$ cat config.mk
export PLATFORM = sky130hd
export DESIGN_NAME = vgacon_text_ctrl
export DESIGN_NICKNAME = d
export VERILOG_FILES = /design/src/rtl/vgacon_pkg.sv /design/src/rtl/vgacon_cmd_fifo.sv /design/src/rtl/vgacon_text_ctrl.sv
export SDC_FILE = /design/constraint.sdc
export NUM_CORES = 1
export LEC_CHECK = 0
export ABC_CLOCK_PERIOD_IN_PS = 2950
export CAP_MARGIN = 10
export CORE_UTILIZATION = 35
export CTS_CLUSTER_DIAMETER = 80
export DETAILED_ROUTE_END_ITERATION = 12
export SKIP_CTS_REPAIR_TIMING = 1
export SLEW_MARGIN = 10
export SYNTH_ARGS = -nofsm -noshare
export SYNTH_HDL_FRONTEND = slang
export SYNTH_SLANG_ARGS = --single-unit
$ cat constraint.sdc
create_clock -name clk -period 2.95 [get_ports clk]
set_input_delay 0.59 -clock clk [delete_from_list [all_inputs] [get_ports clk]]
set_output_delay 0.59 -clock clk [all_outputs]
set_load 0.01 [all_outputs]
$ cat src/rtl/vgacon_pkg.sv
// Shared types and constants for the VGA text console sequencer.
// Optional vblank-synchronised scroll/clear is enabled by VGACON_VBLANK_SYNC_EN.
package vgacon_pkg;

    typedef enum logic [2:0] {
        ST_IDLE,
        ST_WAIT_VBL,
        ST_SCROLL_COPY,
        ST_SCROLL_CLEAR,
        ST_CLEAR_ALL
    } vgacon_state_e;

    localparam int CMD_W          = 10;
    localparam int CELL_W         = 9;
    localparam int IDX_W          = 5;
    localparam int CMD_CURSOR_BIT = 9;

    localparam logic [6:0] CH_BS    = 7'h08;
    localparam logic [6:0] CH_LF    = 7'h0A;
    localparam logic [6:0] CH_FF    = 7'h0C;
    localparam logic [6:0] CH_CR    = 7'h0D;
    localparam logic [6:0] CH_SPACE = 7'h20;
    localparam logic [6:0] CH_TILDE = 7'h7E;

    localparam logic [CELL_W-1:0] BLANK_CELL = {2'b00, CH_SPACE};

    function automatic logic is_printable(input logic [6:0] ch);
        return (ch >= CH_SPACE) && (ch <= CH_TILDE);
    endfunction

endpackage

$ cat src/rtl/vgacon_cmd_fifo.sv
// Register FIFO for host console commands; the parent decides when to push/pop.
// Head is valid only while empty is low.
module vgacon_cmd_fifo
    import vgacon_pkg::*;
#(
    parameter int DEPTH = 4
) (
    input  logic             clk,
    input  logic             rst_n,
    input  logic             i_push,
    input  logic             i_pop,
    input  logic [CMD_W-1:0] i_wdata,
    output logic [CMD_W-1:0] o_head,
    output logic             o_full,
    output logic             o_empty
);
    localparam int AW = (DEPTH > 1) ? $clog2(DEPTH) : 1;

    logic [CMD_W-1:0] r_mem [DEPTH];
    logic [AW:0]      r_wptr;
    logic [AW:0]      r_rptr;

    // Extra pointer bit distinguishes full from empty when the indices match.
    always_ff @(posedge clk or negedge rst_n) begin
        if (!rst_n) begin
            r_wptr <= '0;
            r_rptr <= '0;
        end else begin
            if (i_push) r_wptr <= r_wptr + (AW+1)'(1);
            if (i_pop)  r_rptr <= r_rptr + (AW+1)'(1);
        end
    end

    always_ff @(posedge clk) begin
        if (i_push) r_mem[r_wptr[AW-1:0]] <= i_wdata;
    end

    assign o_head  = r_mem[r_rptr[AW-1:0]];
    assign o_empty = (r_wptr == r_rptr);
    assign o_full  = (r_wptr[AW] != r_rptr[AW]) && (r_wptr[AW-1:0] == r_rptr[AW-1:0]);

endmodule

$ cat src/rtl/vgacon_text_ctrl.sv
// Console sequencer: sole writer of the text buffer (chars, cursor, scroll, clear).
// Define VGACON_VBLANK_SYNC_EN to hold scroll/clear until vertical blanking.
module vgacon_text_ctrl
    import vgacon_pkg::*;
#(
    parameter int NUM_ROWS   = 3,
    parameter int NUM_COLS   = 10,
    parameter int FIFO_DEPTH = 4
) (
    input  logic              clk,
    input  logic              rst_n,
    input  logic              cmd_valid,
    input  logic [CMD_W-1:0]  cmd_data,
    input  logic              vblank,
    input  logic              ovf_clr,
    output logic              ram_we,
    output logic [IDX_W-1:0]  ram_waddr,
    output logic [CELL_W-1:0] ram_wdata,
    output logic [IDX_W-1:0]  ram_raddr,
    input  logic [CELL_W-1:0] ram_rdata,
    output logic [IDX_W-1:0]  cursor,
    output logic              busy,
    output logic              fifo_full,
    output logic              overflow
);
    localparam int ROW_W = (NUM_ROWS > 1) ? $clog2(NUM_ROWS) : 1;
    localparam int COL_W = (NUM_COLS > 1) ? $clog2(NUM_COLS) : 1;

    localparam logic [ROW_W-1:0] LAST_ROW  = ROW_W'(NUM_ROWS - 1);
    localparam logic [COL_W-1:0] LAST_COL  = COL_W'(NUM_COLS - 1);
    localparam logic [IDX_W-1:0] COLS_I    = IDX_W'(NUM_COLS);
    localparam logic [IDX_W-1:0] CELLS_I   = IDX_W'(NUM_ROWS * NUM_COLS);
    localparam logic [IDX_W-1:0] CELL_LAST = IDX_W'(NUM_ROWS * NUM_COLS - 1);
    localparam logic [IDX_W-1:0] COPY_LAST = IDX_W'((NUM_ROWS - 1) * NUM_COLS - 1);
    localparam logic [IDX_W-1:0] ROW_BASE  = IDX_W'((NUM_ROWS - 1) * NUM_COLS);

    vgacon_state_e    r_state;
    logic [ROW_W-1:0] r_row;
    logic [COL_W-1:0] r_col;
    logic [IDX_W-1:0] r_idx;
    logic             r_ovf;

    logic [CMD_W-1:0] w_head;
    logic             w_full, w_empty, w_push, w_pop, w_drop;
    logic             w_is_cur, w_print, w_lf, w_cr, w_bs, w_ff, w_wrap, w_scroll;
    logic [6:0]       w_ch;
    logic [IDX_W-1:0] w_set_idx, w_cursor;

    assign w_push = cmd_valid && !w_full;
    assign w_drop = cmd_valid && w_full;
    assign w_pop  = (r_state == ST_IDLE) && !w_empty;

    vgacon_cmd_fifo #(.DEPTH(FIFO_DEPTH)) u_fifo (
        .clk     (clk),
        .rst_n   (rst_n),
        .i_push  (w_push),
        .i_pop   (w_pop),
        .i_wdata (cmd_data),
        .o_head  (w_head),
        .o_full  (w_full),
        .o_empty (w_empty)
    );

    assign w_is_cur  = w_head[CMD_CURSOR_BIT];
    assign w_ch      = w_head[6:0];
    assign w_set_idx = w_head[IDX_W-1:0];
    assign w_print   = !w_is_cur && is_printable(w_ch);
    assign w_lf      = !w_is_cur && (w_ch == CH_LF);
    assign w_cr      = !w_is_cur && (w_ch == CH_CR);
    assign w_bs      = !w_is_cur && (w_ch == CH_BS);
    assign w_ff      = !w_is_cur && (w_ch == CH_FF);
    assign w_wrap    = w_print && (r_col == LAST_COL);
    assign w_scroll  = (w_wrap || w_lf) && (r_row == LAST_ROW);
    assign w_cursor  = IDX_W'(r_row) * COLS_I + IDX_W'(r_col);

`ifdef VGACON_VBLANK_SYNC_EN
    logic r_pend_clr;
`else
    logic w_unused;
    assign w_unused = vblank;
`endif

    always_ff @(posedge clk or negedge rst_n) begin
        if (!rst_n) begin
            r_state <= ST_IDLE;
            r_row   <= '0;
            r_col   <= '0;
            r_idx   <= '0;
            r_ovf   <= 1'b0;
`ifdef VGACON_VBLANK_SYNC_EN
            r_pend_clr <= 1'b0;
`endif
        end else begin
            if (w_drop)       r_ovf <= 1'b1;
            else if (ovf_clr) r_ovf <= 1'b0;

            case (r_state)
                ST_IDLE: if (w_pop) begin
                    if (w_is_cur) begin
                        if (w_set_idx < CELLS_I) begin
                            r_row <= ROW_W'(w_set_idx / COLS_I);
                            r_col <= COL_W'(w_set_idx % COLS_I);
                        end
                    end else if (w_print || w_lf) begin
                        r_col <= (w_lf || w_wrap) ? '0 : r_col + COL_W'(1);
                        if ((w_lf || w_wrap) && r_row != LAST_ROW)
                            r_row <= r_row + ROW_W'(1);
                    end else if (w_cr) begin
                        r_col <= '0;
                    end else if (w_bs) begin
                        if (r_col != '0) r_col <= r_col - COL_W'(1);
                    end else if (w_ff) begin
                        r_row <= '0;
                        r_col <= '0;
                    end
                    // Scroll is eager: the row stays on the last line and the shift starts now.
                    if (w_scroll || w_ff) begin
                        r_idx <= '0;
`ifdef VGACON_VBLANK_SYNC_EN
                        r_state    <= ST_WAIT_VBL;
                        r_pend_clr <= w_ff;
`else
                        r_state <= w_ff ? ST_CLEAR_ALL : ST_SCROLL_COPY;
`endif
                    end
                end
`ifdef VGACON_VBLANK_SYNC_EN
                ST_WAIT_VBL: if (vblank) r_state <= r_pend_clr ? ST_CLEAR_ALL : ST_SCROLL_COPY;
`endif
                ST_SCROLL_COPY: begin
                    if (r_idx == COPY_LAST) begin
                        r_idx   <= ROW_BASE;
                        r_state <= ST_SCROLL_CLEAR;
                    end else begin
                        r_idx <= r_idx + IDX_W'(1);
                    end
                end
                ST_SCROLL_CLEAR, ST_CLEAR_ALL: begin
                    if (r_idx == CELL_LAST) begin
                        r_idx   <= '0;
                        r_state <= ST_IDLE;
                    end else begin
                        r_idx <= r_idx + IDX_W'(1);
                    end
                end
                default: r_state <= ST_IDLE;
            endcase
        end
    end

    // Buffer port is combinational so copy reads and writes land in the same cycle.
    always_comb begin
        ram_we    = 1'b0;
        ram_waddr = w_cursor;
        ram_raddr = '0;
        ram_wdata = '0;
        case (r_state)
            ST_IDLE: begin
                if (w_pop && w_print) begin
                    ram_we    = 1'b1;
                    ram_wdata = w_head[CELL_W-1:0];
                end
            end
            ST_SCROLL_COPY: begin
                ram_we    = 1'b1;
                ram_waddr = r_idx;
                ram_raddr = r_idx + COLS_I;
                ram_wdata = ram_rdata;
            end
            ST_SCROLL_CLEAR, ST_CLEAR_ALL: begin
                ram_we    = 1'b1;
                ram_waddr = r_idx;
                ram_wdata = BLANK_CELL;
            end
            default: ;
        endcase
    end

    assign cursor    = w_cursor;
    assign busy      = (r_state != ST_IDLE) || !w_empty;
    assign fifo_full = w_full;
    assign overflow  = r_ovf;

endmodule

Yosys cells after proc, flatten, opt, wreduce, memory -nomap -nowiden
Memories as Yosys holds them, arrays and structs flattened.
Cells that the tools add are included.
W data, S select, Z words.
{ "totals": {"ff_bits": 21, "ramBits": 40, "input_bits": 24, "output_inout_bits": 28, "word_cells": 116, "mem_count": 1} }
{ "mem_list": {"columns": ["name", "words", "width", "rd", "rd_clocked_by_memory_dff", "write_ports", "line_no", "rtl"], "rows": [
  ["u_fifo.r_mem", 4, 10, 1, 0, 1, "vgacon_cmd_fifo.sv:19", "logic [CMD_W-1:0] r_mem [DEPTH];"]
]} }
{ "classes": {"n_addsub": 8, "mul": 1, "div_mod_pow": 2, "order_cmp": 3, "n_eq_ne": 24, "muxes": 36, "reduce_logical": 34} }
{ "ops": {"columns": ["cell", "count"], "rows": [
  ["$mux W4", 8],
  ["$mux W5", 6],
  ["$eq A7 B4 Y1 const B", 4],
  ["$pmux W9 S3", 1],
  ["$mux W3", 5],
  ["$pmux W5 S3", 1],
  ["$logic_and A1 B1 Y1", 14],
  ["$mux W2", 7],
  ["$eq A5 B5 Y1 const B", 2],
  ["$ne A2 B2 Y1 const B", 5],
  ["$mux W9", 1],
  ["$ne A3 B1 Y1 const B", 3],
  ["$pmux W3 S3", 1],
  ["$reduce_bool A3 Y1", 3],
  ["$ge A7 B6 Y1 const B", 1],
  ["$le A7 B7 Y1 const B", 1],
  ["$reduce_and A7 Y1", 1],
  ["$add A3 B1 Y3 const B", 2],
  ["$eq A3 B2 Y1 const B", 2],
  ["$add A5 B1 Y5 const B", 1],
  ["$add A5 B4 Y5", 1],
  ["$add A5 B4 Y5 const B", 1],
  ["$div A5 B4 Y5 const B", 1],
  ["$lt A5 B5 Y1 const B", 1],
  ["26 further kinds", 35]
]} }

Longest topological paths before layout
An unclocked memory read counts as a cell.
{ "depth": {"ltp_word": 11, "mapped_depth": 11, "mapped_depth_nobuf": 10} }

Cells and area by module
A second synthesis with hierarchy kept.
{ "unflattened": {"hier_cells": 304, "hier_area_um2": 3658.5} }
{ "by_module_without_submodules": {"columns": ["module", "instances", "cells_each", "area_per_inst_um2", "seq_area_each_um2"], "rows": [
  ["vgacon_text_ctrl", 1, 222, 1865.5, 375.4],
  ["vgacon_cmd_fifo", 1, 82, 1793.0, 1351.3]
]} }

Least setup slack after synthesis
No wires, ideal clock.
{ "synth_timing": {"kind": "reg2out", "from": "register u_fifo.r_rptr[0]", "to": "output port ram_wdata[7]", "t_arrival_ns": 2.193, "required_time_ns": 2.360, "setup_slack_ns": 0.167, "stages_incl_launch_ff": 8, "path_buffers": 2, "path_cell_list": "dfrtp_1 -> buf_6 -> mux4_2 -> nand4_1 -> o221ai_1 -> buf_2 -> nor2_1 -> a22o_1"} }
{ "synth_between": {"elab_chain_len": 7, "word_cells_on_any_way": 12, "cone_classes": "order compare (2); eq/ne (1); mux (2); reduce/logical (6); memory (1)"} }
{ "synth_lines": {"columns": ["element", "line_no", "rtl"], "rows": [
  ["start, declared", "vgacon_cmd_fifo.sv:21", "logic [AW:0] r_rptr;"],
  ["start signal, assigned", "vgacon_cmd_fifo.sv:30", "if (i_pop) r_rptr <= r_rptr + (AW+1)'(1);"],
  ["$mem_v2 Z4 W10", null, null],
  ["$ge A7 B6 Y1 / $le A7 B7 Y1 (equally long branches)", "vgacon_pkg.sv:28", "return (ch >= CH_SPACE) && (ch <= CH_TILDE);"],
  ["$logic_and A1 B1 Y1", "vgacon_pkg.sv:28", null],
  ["$logic_and A1 B1 Y1", "vgacon_text_ctrl.sv:67", "assign w_print = !w_is_cur && is_printable(w_ch);"],
  ["$logic_and A1 B1 Y1", "vgacon_text_ctrl.sv:159", "if (w_pop && w_print) begin"],
  ["$mux W9 *", "vgacon_text_ctrl.sv:159", null],
  ["$pmux W9 S3 *", "vgacon_text_ctrl.sv:157", "case (r_state)"],
  ["end, declared", "vgacon_text_ctrl.sv:18", "output logic [CELL_W-1:0] ram_wdata,"]
]} }
Mark *: on every way between the ends. The rest lies on a longest branch, timed or not.

Final worst setup path
{ "layout_timing": {"from": "register u_fifo.r_rptr[0]", "to": "output port ram_wdata[6]"} }
The elaborated chain is that of the path after synthesis.

==> impl_metrics.env <==
export IMPL_worstSetupPathType="flip-flop to output port"
export IMPL_drt_met1_wl_mm=3.313
export IMPL_cts_sinks=61
export IMPL_clockRootBuffer="clkbuf_8"
export IMPL_relSlewSlack_pct=63.09
export IMPL_synth_top_area_share_pct=34.66
export IMPL_mostFrequentLayoutCell="edfxtp_1"
export IMPL_crit_required_ns=2.36
export IMPL_wl_per_cell_um=14.52
export IMPL_rsz0062_at_grt="true"
export IMPL_cp_arrival_ns=2.31
export IMPL_path_clk_slew_ns=0.07
export IMPL_hold_depth=1
export IMPL_layout_nets=417
export IMPL_viasPerCell=5.020
export IMPL_die_h_um=101.5
export IMPL_period_needed_ns=2.897
export IMPL_layout_setup_ws_ns=0.05323
export IMPL_ys_warnings_count=0
export IMPL_cp_end_kind="output port"
export IMPL_power_total_w=0.006039
export IMPL_reg2reg_depth=11
export IMPL_die_area_sq_um=10300
export IMPL_syn_to_final_growth_pct=30.14
export IMPL_hold_ws_ns=0.4853
export IMPL_wl_met3_um=337
export IMPL_cts_tree="done"
export IMPL_power_frac_comb_pct=63.9
export IMPL_grt_usage_pct=15.31
export IMPL_max_cap_violations=0
export IMPL_leakage_nw=1.837
export IMPL_place_ws_ns=-0.05002
export IMPL_ant_nets=0
export IMPL_antenna_found_initial=0
export IMPL_synthesis_nets=335
export IMPL_ir_drop_mv=0.6375
export IMPL_swShare_pct=40.97
export IMPL_wl_mm=7.374
export IMPL_finalHoldViolations=0
export IMPL_synth_seq_cells=61
export IMPL_rows=35
export IMPL_io_buffers=50
export IMPL_synth_edf_count=40
export IMPL_dp_hpwl_mm=5.356
export IMPL_grt_pass1_vias=2479
export IMPL_htreeDepth=3
export IMPL_switching_power_w=0.002474
export IMPL_drc=0
export IMPL_pwr_share_seq_pct=23.7
export IMPL_utilization_pct=47.91
export IMPL_syn_area_sq_um=3466
export IMPL_fin_tns_setup_ns=0
export IMPL_ys_flop_type="edfxtp_1"
export IMPL_die_w_um=101.5
export IMPL_place_congestion=0.8288
export IMPL_insertion_delay_ns=0.35
export IMPL_status="finished, final reports clean"
export IMPL_grt_pass1_wl_mm=11.94
export IMPL_cp_max_fo=10
export IMPL_wl_met2_mm=3.620
export IMPL_synth_cell_type_count=56
export IMPL_drv_slew=0
export IMPL_synthCells=292
export IMPL_hp_class="flip-flop to flip-flop"
export IMPL_top_layer="met4"
export IMPL_antenna_cells=0
export IMPL_power_density_nw_per_um2=1339
export IMPL_layout_drive_gt1_share_pct=24.01
export IMPL_synthArstFlopShare_pct=34.43
export IMPL_synth_seq_area_share_pct=49.82
export IMPL_finalSetupViolCount=0
export IMPL_max_freq_ghz=0.3452
export IMPL_synthTopCellsByArea="edfxtp_1, dfrtp_1, ha_1"
export IMPL_num_vias=2550
export IMPL_drt_pass1_iter_count=4
export IMPL_grt_max_degree=22
export IMPL_drt_initial_drc_count=86
export IMPL_finClkSkew_ns=0.01036
export IMPL_clk_path_buf_depth=2
export IMPL_tightest_slew_ns=0.5478
export IMPL_start_kind="flip-flop"
export IMPL_grt_overflow_total=0
export IMPL_coreArea_sq_um=9415
export IMPL_nFillCells=884
export IMPL_most_common_layout_cells="edfxtp_1, clkdlybuf4s50_1, buf_4"
export IMPL_p_clk_share_pct=12.3
export IMPL_syn_area_per_cell_sq_um=11.87
export IMPL_io_pins=52
export IMPL_synth_top_area_cell="edfxtp_1"
export IMPL_start_util_pct=36.81
export IMPL_cts_buffers=9
export IMPL_p_int_w=0.003564
export IMPL_period_share_pct=98.20
-- worst paths after layout --
path                                           endpoint  slack, ns                         start
setup reg to reg                   r_col[1]$_DFFE_PN0P_       0.16  u_fifo.r_rptr[0]$_DFFE_PN0P_
hold / removal             u_fifo.r_wptr[2]$_DFFE_PN0P_       0.49  u_fifo.r_wptr[2]$_DFFE_PN0P_
min in group asynchronous          r_col[2]$_DFFE_PN0P_       0.59                         rst_n
max in group asynchronous  u_fifo.r_rptr[1]$_DFFE_PN0P_       2.11                         rst_n
setup / recovery                           ram_wdata[6]       0.05  u_fifo.r_rptr[0]$_DFFE_PN0P_
hold reg to reg            u_fifo.r_wptr[2]$_DFFE_PN0P_       0.49  u_fifo.r_wptr[2]$_DFFE_PN0P_
-- area by class of cell --
type                       count  area (sq um)  share of cell area [%]
multi-input combinational    203          1652                   36.62
sequential                    61          1729                   38.34
clock inverter                 7         75.07                   1.664
inverter                      17         63.81                   1.415
tap                          129         161.4                   3.578
timing repair buffer          82         705.7                   15.64
clock buffer                   9         123.9                   2.746
-- metal layers --
| layer | global-route usage (%) | vias up |
|---|---|---|
| li1 | - | 1244 |
| met1 | 18.58 | 1234 |
| met2 | 26.35 | 60 |
| met3 | 3.865 | 12 |
| met4 | 5.463 | 0 |
| met5 | 0 | - |
-- critical path, cell delays in order (launching register included) --
cell,delay [ns]
dfrtp_1,0.40
buf_12,0.16
buf_4,0.15
xor2_2,0.18
nor3_2,0.08
nor4_2,0.31
inv_1,0.11
nor2_2,0.11
buf_4,0.15
a22o_1,0.17
clkbuf_2,0.14
-- through the flow --
| step | area, sq um | cells |
|---|---|---|
| after floorplan | 3466 | 292 |
| after global placement | 4295 | 488 |
| after detailed placement | 4295 | 488 |
| after CTS | 4494 | 504 |
| after global routing | 4511 | 508 |
| final | 4511 | 508 |
-- flip-flops by register name (all words and copies together) (netlist names) --
signal / count
u_fifo.r_rptr: 3
r_col: 4
u_fifo.r_wptr: 3
r_row: 2
u_fifo.r_mem: 40
overflow: 1
r_idx: 5
r_state: 3
-- synthesized netlist by cell type (2+ instances only) --
| cell | n |
|---|---|
| a21o_1 | 2 |
| and3_1 | 2 |
| edfxtp_1 | 40 |
| buf_2 | 2 |
| xnor2_1 | 5 |
| xor2_1 | 8 |
| o2bb2ai_1 | 2 |
| o211ai_1 | 3 |
| and2_1 | 7 |
| dfrtp_1 | 21 |
| nor2_1 | 26 |
| nand2_1 | 22 |
| ha_1 | 18 |
| nor3_1 | 8 |
| nand3_1 | 8 |
| a22o_1 | 8 |
| o21ai_0 | 13 |
| nor3b_1 | 2 |
| clkbuf_1 | 6 |
| inv_1 | 17 |
| a22oi_1 | 2 |
| mux4_1 | 2 |
| a31oi_1 | 3 |
| a21oi_1 | 10 |
| mux4_2 | 8 |
| nor2b_1 | 4 |
| o31ai_1 | 2 |
| mux2i_1 | 4 |
| o221ai_1 | 4 |
| mux2_2 | 7 |
-- power by group through the flow --
stage | logic [W] | registers (W) | clock network [W]
finish | 0.00386 | 0.00143 | 0.000744
detailed placement | 0.00382 | 0.00145 | 0
floorplan | 0.00234 | 0.00135 | 0
CTS | 0.00384 | 0.00143 | 0.000761
global placement | 0.00378 | 0.00144 | 0
global route | 0.00426 | 0.00147 | 0.000792
-- cell families (layout without fill, tap and decap cells) --
family | after synthesis | after routing | synth area share, %
buffers and inverters | 28 | 115 | 3.429
and+or+nand+nor | 92 | 92 | 14.40
xor gates and xnor gates | 13 | 13 | 3.285
AOI/OAI and AO/OA | 58 | 58 | 11.84
adders and majority gates | 19 | 19 | 7.076
DFF | 61 | 61 | 49.82
muxes | 21 | 21 | 10.14
(Power assumes the default switching activity.)
